===== src/rtl/regfile_wb_arbiter.sv =====
// Write-back controller for the general purpose register file.
// Two requesters (A: ALU result, B: load result) share the single write
// port under round-robin arbitration. A per-register pending-write
// scoreboard lets decode detect read-after-write hazards.
module regfile_wb_arbiter #(
  parameter int DATA_W   = 32,
  parameter int ADDR_W   = 5,
  parameter int NUM_REGS = 16
) (
  input  logic                CLK,
  input  logic                RESET,
  input  logic                a_req,
  input  logic [ADDR_W-1:0]   a_addr,
  input  logic [DATA_W-1:0]   a_data,
  output logic                a_gnt,
  input  logic                b_req,
  input  logic [ADDR_W-1:0]   b_addr,
  input  logic [DATA_W-1:0]   b_data,
  output logic                b_gnt,
  input  logic                issue_valid,
  input  logic [ADDR_W-1:0]   issue_addr,
  input  logic [ADDR_W-1:0]   chk_addr1,
  input  logic [ADDR_W-1:0]   chk_addr2,
  output logic                hazard,
  output logic [NUM_REGS-1:0] pend,
  output logic                RegWr,
  output logic [ADDR_W-1:0]   Waddr,
  output logic [DATA_W-1:0]   Writedata,
  output logic                bad_addr
);

  localparam int IDX_W = (NUM_REGS > 1) ? $clog2(NUM_REGS) : 1;
  localparam logic [ADDR_W:0]   LIM = (ADDR_W+1)'(NUM_REGS);
  localparam logic [NUM_REGS-1:0] ONE = NUM_REGS'(1);

  // Pointer: 0 = A wins the next contention, 1 = B wins it.
  logic r_ptr_b;

  logic                w_a_elig;
  logic                w_b_elig;
  logic                w_a_win;
  logic                w_b_win;
  logic                w_any;
  logic [ADDR_W-1:0]   w_win_addr;
  logic [DATA_W-1:0]   w_win_data;
  logic                w_win_legal;
  logic [NUM_REGS-1:0] w_clr_mask;
  logic [NUM_REGS-1:0] w_set_mask;
  logic [NUM_REGS-1:0] w_pend_nxt;

  function automatic logic f_legal(input logic [ADDR_W-1:0] addr);
    return ({1'b0, addr} < LIM);
  endfunction

  // A grant that is still visible masks the requester, since it only
  // drops its request on the edge after seeing the grant.
  assign w_a_elig = a_req & ~a_gnt;
  assign w_b_elig = b_req & ~b_gnt;

  assign w_a_win = w_a_elig & (~w_b_elig | ~r_ptr_b);
  assign w_b_win = w_b_elig & (~w_a_elig |  r_ptr_b);
  assign w_any   = w_a_win | w_b_win;

  assign w_win_addr  = w_b_win ? b_addr : a_addr;
  assign w_win_data  = w_b_win ? b_data : a_data;
  assign w_win_legal = f_legal(w_win_addr);

  // Set is applied after clear so a newer producer stays outstanding.
  assign w_clr_mask = (w_any & w_win_legal) ? (ONE << w_win_addr[IDX_W-1:0]) : '0;
  assign w_set_mask = (issue_valid & f_legal(issue_addr)) ?
                      (ONE << issue_addr[IDX_W-1:0]) : '0;
  assign w_pend_nxt = (pend & ~w_clr_mask) | w_set_mask;

  // Hazard lookup is combinational; illegal check addresses never hit.
  assign hazard = (f_legal(chk_addr1) & pend[chk_addr1[IDX_W-1:0]]) |
                  (f_legal(chk_addr2) & pend[chk_addr2[IDX_W-1:0]]);

  // Arbitration result, write port and scoreboard registers.
  always_ff @(posedge CLK or negedge RESET) begin
    if (!RESET) begin
      r_ptr_b   <= 1'b0;
      a_gnt     <= 1'b0;
      b_gnt     <= 1'b0;
      RegWr     <= 1'b0;
      bad_addr  <= 1'b0;
      Waddr     <= '0;
      Writedata <= '0;
      pend      <= '0;
    end else begin
      a_gnt    <= w_a_win;
      b_gnt    <= w_b_win;
      RegWr    <= w_any & w_win_legal;
      bad_addr <= w_any & ~w_win_legal;
      pend     <= w_pend_nxt;
      if (w_any) begin
        Waddr     <= w_win_addr;
        Writedata <= w_win_data;
      end else begin
        Waddr     <= '0;
        Writedata <= '0;
      end
      if (w_a_win) begin
        r_ptr_b <= 1'b1;
      end else if (w_b_win) begin
        r_ptr_b <= 1'b0;
      end
    end
  end

endmodule


===== config.mk =====
export PLATFORM = sky130hd
export DESIGN_NAME = regfile_wb_arbiter
export DESIGN_NICKNAME = d
export VERILOG_FILES = /design/src/rtl/regfile_wb_arbiter.sv
export SDC_FILE = /design/constraint.sdc
export NUM_CORES = 1
export LEC_CHECK = 0
export CAP_MARGIN = 20
export CORE_ASPECT_RATIO = 0.6
export CORE_MARGIN = 2
export CORE_UTILIZATION = 42
export CTS_BUF_LIST = sky130_fd_sc_hd__clkbuf_16
export DETAILED_ROUTE_END_ITERATION = 6
export PLACE_DENSITY = 0.95
export SLEW_MARGIN = 30
export SYNTH_ARGS = -nofsm -noshare
export SYNTH_HDL_FRONTEND = slang
export SYNTH_SLANG_ARGS = --single-unit
export TNS_END_PERCENT = 10

===== constraint.sdc =====
create_clock -name CLK -period 4.35 [get_ports CLK]
set_input_delay 1.305 -clock CLK [delete_from_list [all_inputs] [get_ports CLK]]
set_output_delay 1.305 -clock CLK [all_outputs]
set_load 0.05 [all_outputs]

==> qor.csv <==
stage,metric,value,unit
floorplanning,top-level I/O count,152,
setup_path,worst path arrival time,3.00,ns
global_route,vias in the first global route,2678,
yosys,mux cell area share after synthesis,9.04,%
floorplanning,Die Ht,66.3,um
layout,final instance area,4600,um^2
layout,number of nets in the layout,481,
floorplanning,Core ar.,6170,um^2
power_and_ir_drop,LEAKAGE,1.95,nW
setup_path,critical path class,input pin to output pin,
power_and_ir_drop,peak supply drop,419,uV
global_route,largest net degree at the start of global routing,38,
clock_tree,Hold Buf Count CTS,0,
yosys,Yosys cell types,34,
clock_tree,clock sink count,57,
placed_design,Post-Place Setup Slack,-0.346,ns
sta,worst slew pin tran,0.671,ns
layout,# diodes,0,
detailed_routing,DR vias,2756,
setup_path,critical path required time,3.04,ns
yosys,Mapped Area,2710,um^2
run,count of maximum capacitance violations,0,
detailed_routing,DR vias/cell,5.80,
power_and_ir_drop,sw frac,39.5,%
setup_path,CP Capture Type,output pin,
yosys,"Seq/Total Area, Yosys",52.6,%
hold_path,Worst Hold Class,flip-flop to flip-flop,
clock_tree,CTS Buffer Depth,2,
power_and_ir_drop,P_sw,1.02,mW
yosys,synthesis-stage register bit count,57,
detailed_routing,Total Wirelength,8930,um
floorplanning,die footprint,7140,um^2
detailed_routing,drt pass-1 iters,5,
clock_tree,Root Buffer Master,clkbuf_16,
placed_design,global placement routability congestion,0.858,
power_and_ir_drop,Power Total,2.58,mW
setup_path,worst setup path start,chk_addr1[1],
yosys,post-synthesis compound-gate area fraction,22.7,%
sta,minimum clock period,4.31,ns
yosys,Syn Inst Count,233,
power_and_ir_drop,P_int,1.56,mW
sta,Final setup viols,0,
clock_tree,clk_lat worst skew,0.32,ns
layout,layout cells sized above 1,8.44,%
detailed_routing,drt wl/cell,18.8,um
floorplanning,Die Wd,108,um
hold_path,hold path startpoint,pend[11]$_DFF_PN0_,
sta,Final Hold Vio Count,0,
yosys,Synth Area in Simple Gates,10.8,%
power_and_ir_drop,PD cells,561,nW/um^2
clock_tree,H-tree depth,3,
layout,P&R area growth vs syn,69.6,%
sta,FMAX,232,MHz
setup_path,worst r2r src,b_gnt$_DFF_PN0_,
global_route,initial antenna violation count,0,
detailed_routing,drt initial violations,291,
layout,post-route core utilization,74.6,%
power_and_ir_drop,combinational share of power,42.4,%
detailed_routing,Residual DRC,0,
placed_design,Buffers on Ports,151,
clock_tree,postcts setup bufs,0,
global_route,global-route wire length before repair,13800,um
global_route,global route total overflow,0,
clock_tree,"CTS clk-pin slew, worst paths",0.05,ns
sta,Final Skew,0.00643,ns
yosys,Syn Area/Cell,11.6,um^2
sta,final worst path period share,99.0,%
power_and_ir_drop,Clock Power Share,28.0,%
clock_tree,CTS tree,yes,
sta,max_slew headroom,55.2,%
yosys,XOR/XNOR Fraction of Synth Area,0,%
yosys,combinational family with the most area after synthesis,compound AO/OA/AOI/OAI gates,
run_status,status,completed,
floorplanning,starting density of the core,44.0,%
setup_path,CP max FO,4,
yosys,adder-cell share of the synthesized area,0,%
yosys,yosys warns,0,
placed_design,HPWL after detailed placement,6820,um
power_and_ir_drop,Seq pwr share,29.7,%
placed_design,post-placement cell area,4300,um^2
sta,Setup WS post-layout,0.0423,ns
floorplanning,row count,22,
sta,final slew viol count,0,
clock_tree,CTS Buf Count,9,
clock_tree,CTS-repair resized insts,9,
sta,Fin Hold WS,0.585,ns
yosys,"Net Count, Synth",327,
detailed_routing,Final ANT Viol Nets,0,
setup_path,Critical Path Start Type,input pin,
global_route,GR Util All Layers,25.5,%
## cell type report
| class | instances | area (um^2) |
|---|---|---|
| clock inverters | 6 | 83.8 |
| well taps | 84 | 105 |
| clock buffers | 9 | 225 |
| repair buffers | 155 | 1530 |
| multi-input cells | 143 | 1150 |
| fillers | 423 | 1560 |
| flip-flops and latches | 57 | 1430 |
| inverters | 21 | 78.8 |
## cells by family (layout without fill, tap and decap cells)
group | Yosys count | in the layout
muxes | 13 | 13
and+or+nand+nor | 51 | 51
DFF | 57 | 57
AOI/OAI and AO/OA | 79 | 79
buffers and inverters | 33 | 191
## critical path: stages
cell	delay (ns)
clkdlybuf4s15_2	0.26
mux4_2	0.53
mux2i_1	0.15
nor3b_1	0.08
or4_1	0.50
buf_6	0.18
## Yosys cell counts (all sizes together)
| cell type | number | area (um^2) |
|---|---|---|
| dfrtp | 57 | 1430 |
| a2111o | 2 | 22.5 |
| nand3 | 2 | 10.0 |
| or2 | 1 | 6.26 |
| nor2b | 3 | 18.8 |
| or3 | 1 | 6.26 |
| buf | 6 | 30.0 |
| inv | 21 | 78.8 |
| o2111ai | 6 | 52.6 |
| or4 | 4 | 30.0 |
| nand2b | 5 | 31.3 |
| o211ai | 2 | 15.0 |
| a21oi | 5 | 25.0 |
| mux4 | 8 | 195 |
| a22o | 32 | 280 |
| and2 | 1 | 6.26 |
| and3 | 1 | 6.26 |
| o22ai | 16 | 100 |
| nand2 | 15 | 58.8 |
| nand4 | 2 | 12.5 |
| or3b | 2 | 17.5 |
| nand4b | 4 | 35.0 |
| nor3b | 4 | 30.0 |
| mux2i | 5 | 50.1 |
| clkbuf | 6 | 22.5 |
| nor3 | 2 | 10.0 |
| nor2 | 4 | 15.0 |
| a22oi | 16 | 120 |
## flip-flops by register name (all words and copies together), names as in the netlist
register	flops
pend	16
b_gnt	1
Writedata	32
Waddr	5
RegWr	1
r_ptr_b	1
a_gnt	1
## power groups by stage
stage	clock [mW]	sequential (mW)	combinational, mW
2_1_floorplan	0	1.15	0.255
4_1_cts	0.733	0.760	1.09
6_report	0.722	0.765	1.09
3_3_place_gp	0	0.758	1.06
5_1_grt	0.763	0.778	1.14
3_5_place_dp	0	0.768	1.09
## layout by cell type, fill, tap and decap left out, types with 2 or more instances in the layout
cell type / Yosys / layout
dfrtp_1: 57 / 57
clkdlybuf4s50_1: 0 / 145
nand4b_1: 4 / 4
clkbuf_16: 0 / 9
nand2_1: 14 / 14
clkinvlp_4: 0 / 2
dlygate4sd2_1: 0 / 2
buf_2: 3 / 2
a21oi_1: 5 / 4
o211ai_1: 2 / 2
a2111o_1: 2 / 2
mux4_1: 4 / 2
nor3b_1: 4 / 4
nor3_1: 2 / 2
inv_1: 20 / 20
nand2b_1: 5 / 5
o2111ai_1: 6 / 6
buf_4: 1 / 4
mux4_2: 4 / 6
nand4_1: 2 / 2
nand3_1: 2 / 2
or4_1: 4 / 4
mux2i_1: 5 / 5
nor2b_1: 3 / 3
nor2_1: 4 / 4
bufinv_16: 0 / 2
o22ai_1: 16 / 16
a22oi_1: 16 / 16
a22o_1: 32 / 32
## final timing paths
check / endpoint / cells past startpoint / slack, ns
max: hazard / 6 / 0.04
min: pend[11]$_DFF_PN0_ / 2 / 0.59
max reg2reg: pend[4]$_DFF_PN0_ / 4 / 2.36
min reg2reg: pend[11]$_DFF_PN0_ / 2 / 0.59
max in group asynchronous: Writedata[8]$_DFF_PN0_ / 2 / 2.53
min in group asynchronous: r_ptr_b$_DFFE_PN0P_ / 1 / 1.00
## stage by stage
| step | TNS, ns | std cells |
|---|---|---|
| final | 0 | 475 |
| after global placement | -0.280 | 460 |
| after detailed placement | -0.346 | 460 |
| after CTS | 0 | 475 |
| after floorplan | 0 | 233 |
| after global routing | -0.0328 | 475 |
## per-layer routing
layer / GRT usage [%] / routed length [um]
met3: 8.77 / 894
met5: 0 / 0
met2: 40.6 / 4370
met4: 7.69 / 77
met1: 33.1 / 3580
No activity file was read; power rests on OpenSTA's default activity.
==> variant, RTL diff (same flow settings) <==
Set the parameter `DATA_W` to 36 (it was 32).
--- a/src/rtl/regfile_wb_arbiter.sv
+++ b/src/rtl/regfile_wb_arbiter.sv
@@ -4,5 +4,5 @@
 // scoreboard lets decode detect read-after-write hazards.
 module regfile_wb_arbiter #(
-  parameter int DATA_W   = 32,
+  parameter int DATA_W   = 36,
   parameter int ADDR_W   = 5,
   parameter int NUM_REGS = 16
Ports: changed (resized Writedata, a_data and b_data); port bits go from 152 to 164. No check against the original RTL was run, so the function may have changed too.
==> variant against the unedited design <==
  * Routed wire length shrank 0.46%
  * Worst setup slack better by 35 ps
  * Register-to-register slack better by 20 ps
  * Final area up 4.9%
  * Sequential power fell by 1%
  * First-iteration DRC count down 53%
  * Die area up 3.4%
  * Power decreased by 6.9%
  * Via count fell by 4.7%
  * Combinational power is 14% lower
  * Sequential cell count up 4
  * Synthesized area is 3.6% higher
  * Critical path type unchanged
==> variant: results (changes against the unedited design) <==
DP HPWL = 6870 um (+0.77%)
Gpl congestion = 0.887 (+3.4%)
H-tree lvl count = 3 (unchanged)
Library cells used by synthesis = 35 (+2.9%)
Worst VDD drop = 342 uV (-18%)
Most frequent cells after synthesis = dfrtp_1, a22o_1, o22ai_1
Vias = 2,626 (-4.7%)
Syn nets = 317 (-3.1%)
Largest net degree at the start of global routing = 44 (+16%)
Slowest stage cell, crit path = mux4_1
Final WL = 8890 um (-0.46%)
Top flop regs = Writedata (36), pend (16), Waddr (5)
# port buffers = 163 (+7.9%)
Reg-to-reg setup timing slack = 2380 ps (+20 ps)
Ratio of cells with drive above 1 in the final layout = 0.0938 (+0.00935)
Register area share after synthesis = 0.543 (+0.0176)
Status = completed
Reg2reg end = pend[4]
Total GRT Usage = 0.248 (-0.00645)
Router iterations before antenna repair = 4 (-1)
Critical path arrival = 2970 ps (-30 ps)
Placed Area = 4510 um2 (+4.7%)
Global-route wire length before repair = 13,300 um (-3.2%)
Initial DRC Count = 136 (-53%)
Synth top area cells = dfrtp_1, a22o_1, mux4_1
Worst clock skew = 8.37 ps (+1.95 ps)
Leakage power = 2.00 nW (+2.5%)
Crit path launch = chk_addr2[1]
TritonCTS Buffers = 9 (unchanged)
Slowest Stage Delay on Critical Path = 560 ps (+30 ps)
Hold_buf cts = 0 (unchanged)
Worst Tran Pin Value = 884 ps (+212 ps)
-- variant: cell types whose count changed in the layout (fill, tap and decap cells not counted), moves of 3 or more --
cell / change
dfrtp_1: +4
a2111oi_2: +3
clkdlybuf4s50_1: +12
a22o_1: +16
inv_1: -18
nand2_1: -12
a22oi_1: -16
a32o_1: +4
o2111ai_1: -6
or4_1: -3
nor4b_1: +4
nand4b_1: -4
mux2i_1: +3
nor2_1: +4
-- variant: cells by family (layout without fill, tap and decap cells) --
kind of cell	Yosys count	count (layout)	synth area share
muxes	16	16	0.0980
DFF	61	61	0.543
AOI/OAI and AO/OA	80	80	0.237
buffers and inverters	15	184	0.0236
and+or+nand+nor	43	43	0.0984
-- variant: final cells by class --
class                   instances  area, um2
multi-input cells             139       1220
inverters                       2       7.51
repair buffers                166       1660
clock inverters                 7       73.8
fillers                       455       1730
well taps                      87        109
flip-flops and latches         61       1530
clock buffers                   9        225
-- variant: worst min-delay path by stage --
| stage | from | end | slack (ps) | cells after the start |
|---|---|---|---|---|
| after global routing | pend[9] | pend[9] | 600 | 1 |
| after CTS | pend[6] | pend[6] | 570 | 1 |
| after global placement | pend[11] | pend[11] | 550 | 1 |
| after detailed placement | pend[6] | pend[6] | 560 | 1 |
| after floorplan | r_ptr_b | r_ptr_b | 650 | 3 |
| final | pend[6] | pend[6] | 570 | 1 |
-- variant: metrics by stage --
stage,util,instances,worst slack (ps)
floorplan,-,215,275
global placement,0.687,454,-281
detailed placement,0.687,454,-403
CTS,0.731,470,75.6
global route,0.736,471,3.15
finish,0.736,471,77.6
-- variant: timing repair --
action / in CTS / in global routing
resized for setup: 11 / 1
setup endpoints to repair: 1 / 1
endpoints found under the hold margin: 0 / 0
-- variant: power by group --
part	switching, W	leakage [nW]	internal (W)
logic	0.000557	1.10	0.000384
clock network	0.000262	0.136	0.000444
registers	0.0000872	0.770	0.000668
-- variant: per-layer routing --
metal / up-vias / track usage / share of wire
met4: 0 / 0.0854 / 0.010
met2: 135 / 0.424 / 0.50
met1: 1283 / 0.293 / 0.39
met3: 7 / 0.0936 / 0.092
met5: - / 0 / 0
li1: 1201 / - / -
-- variant: worst max-delay path, delay by kind of cell --
kind,cells,cell delay [ps]
buffers and inverters,2,320
multiplexers,2,740
AND/OR/NAND/NOR,2,600
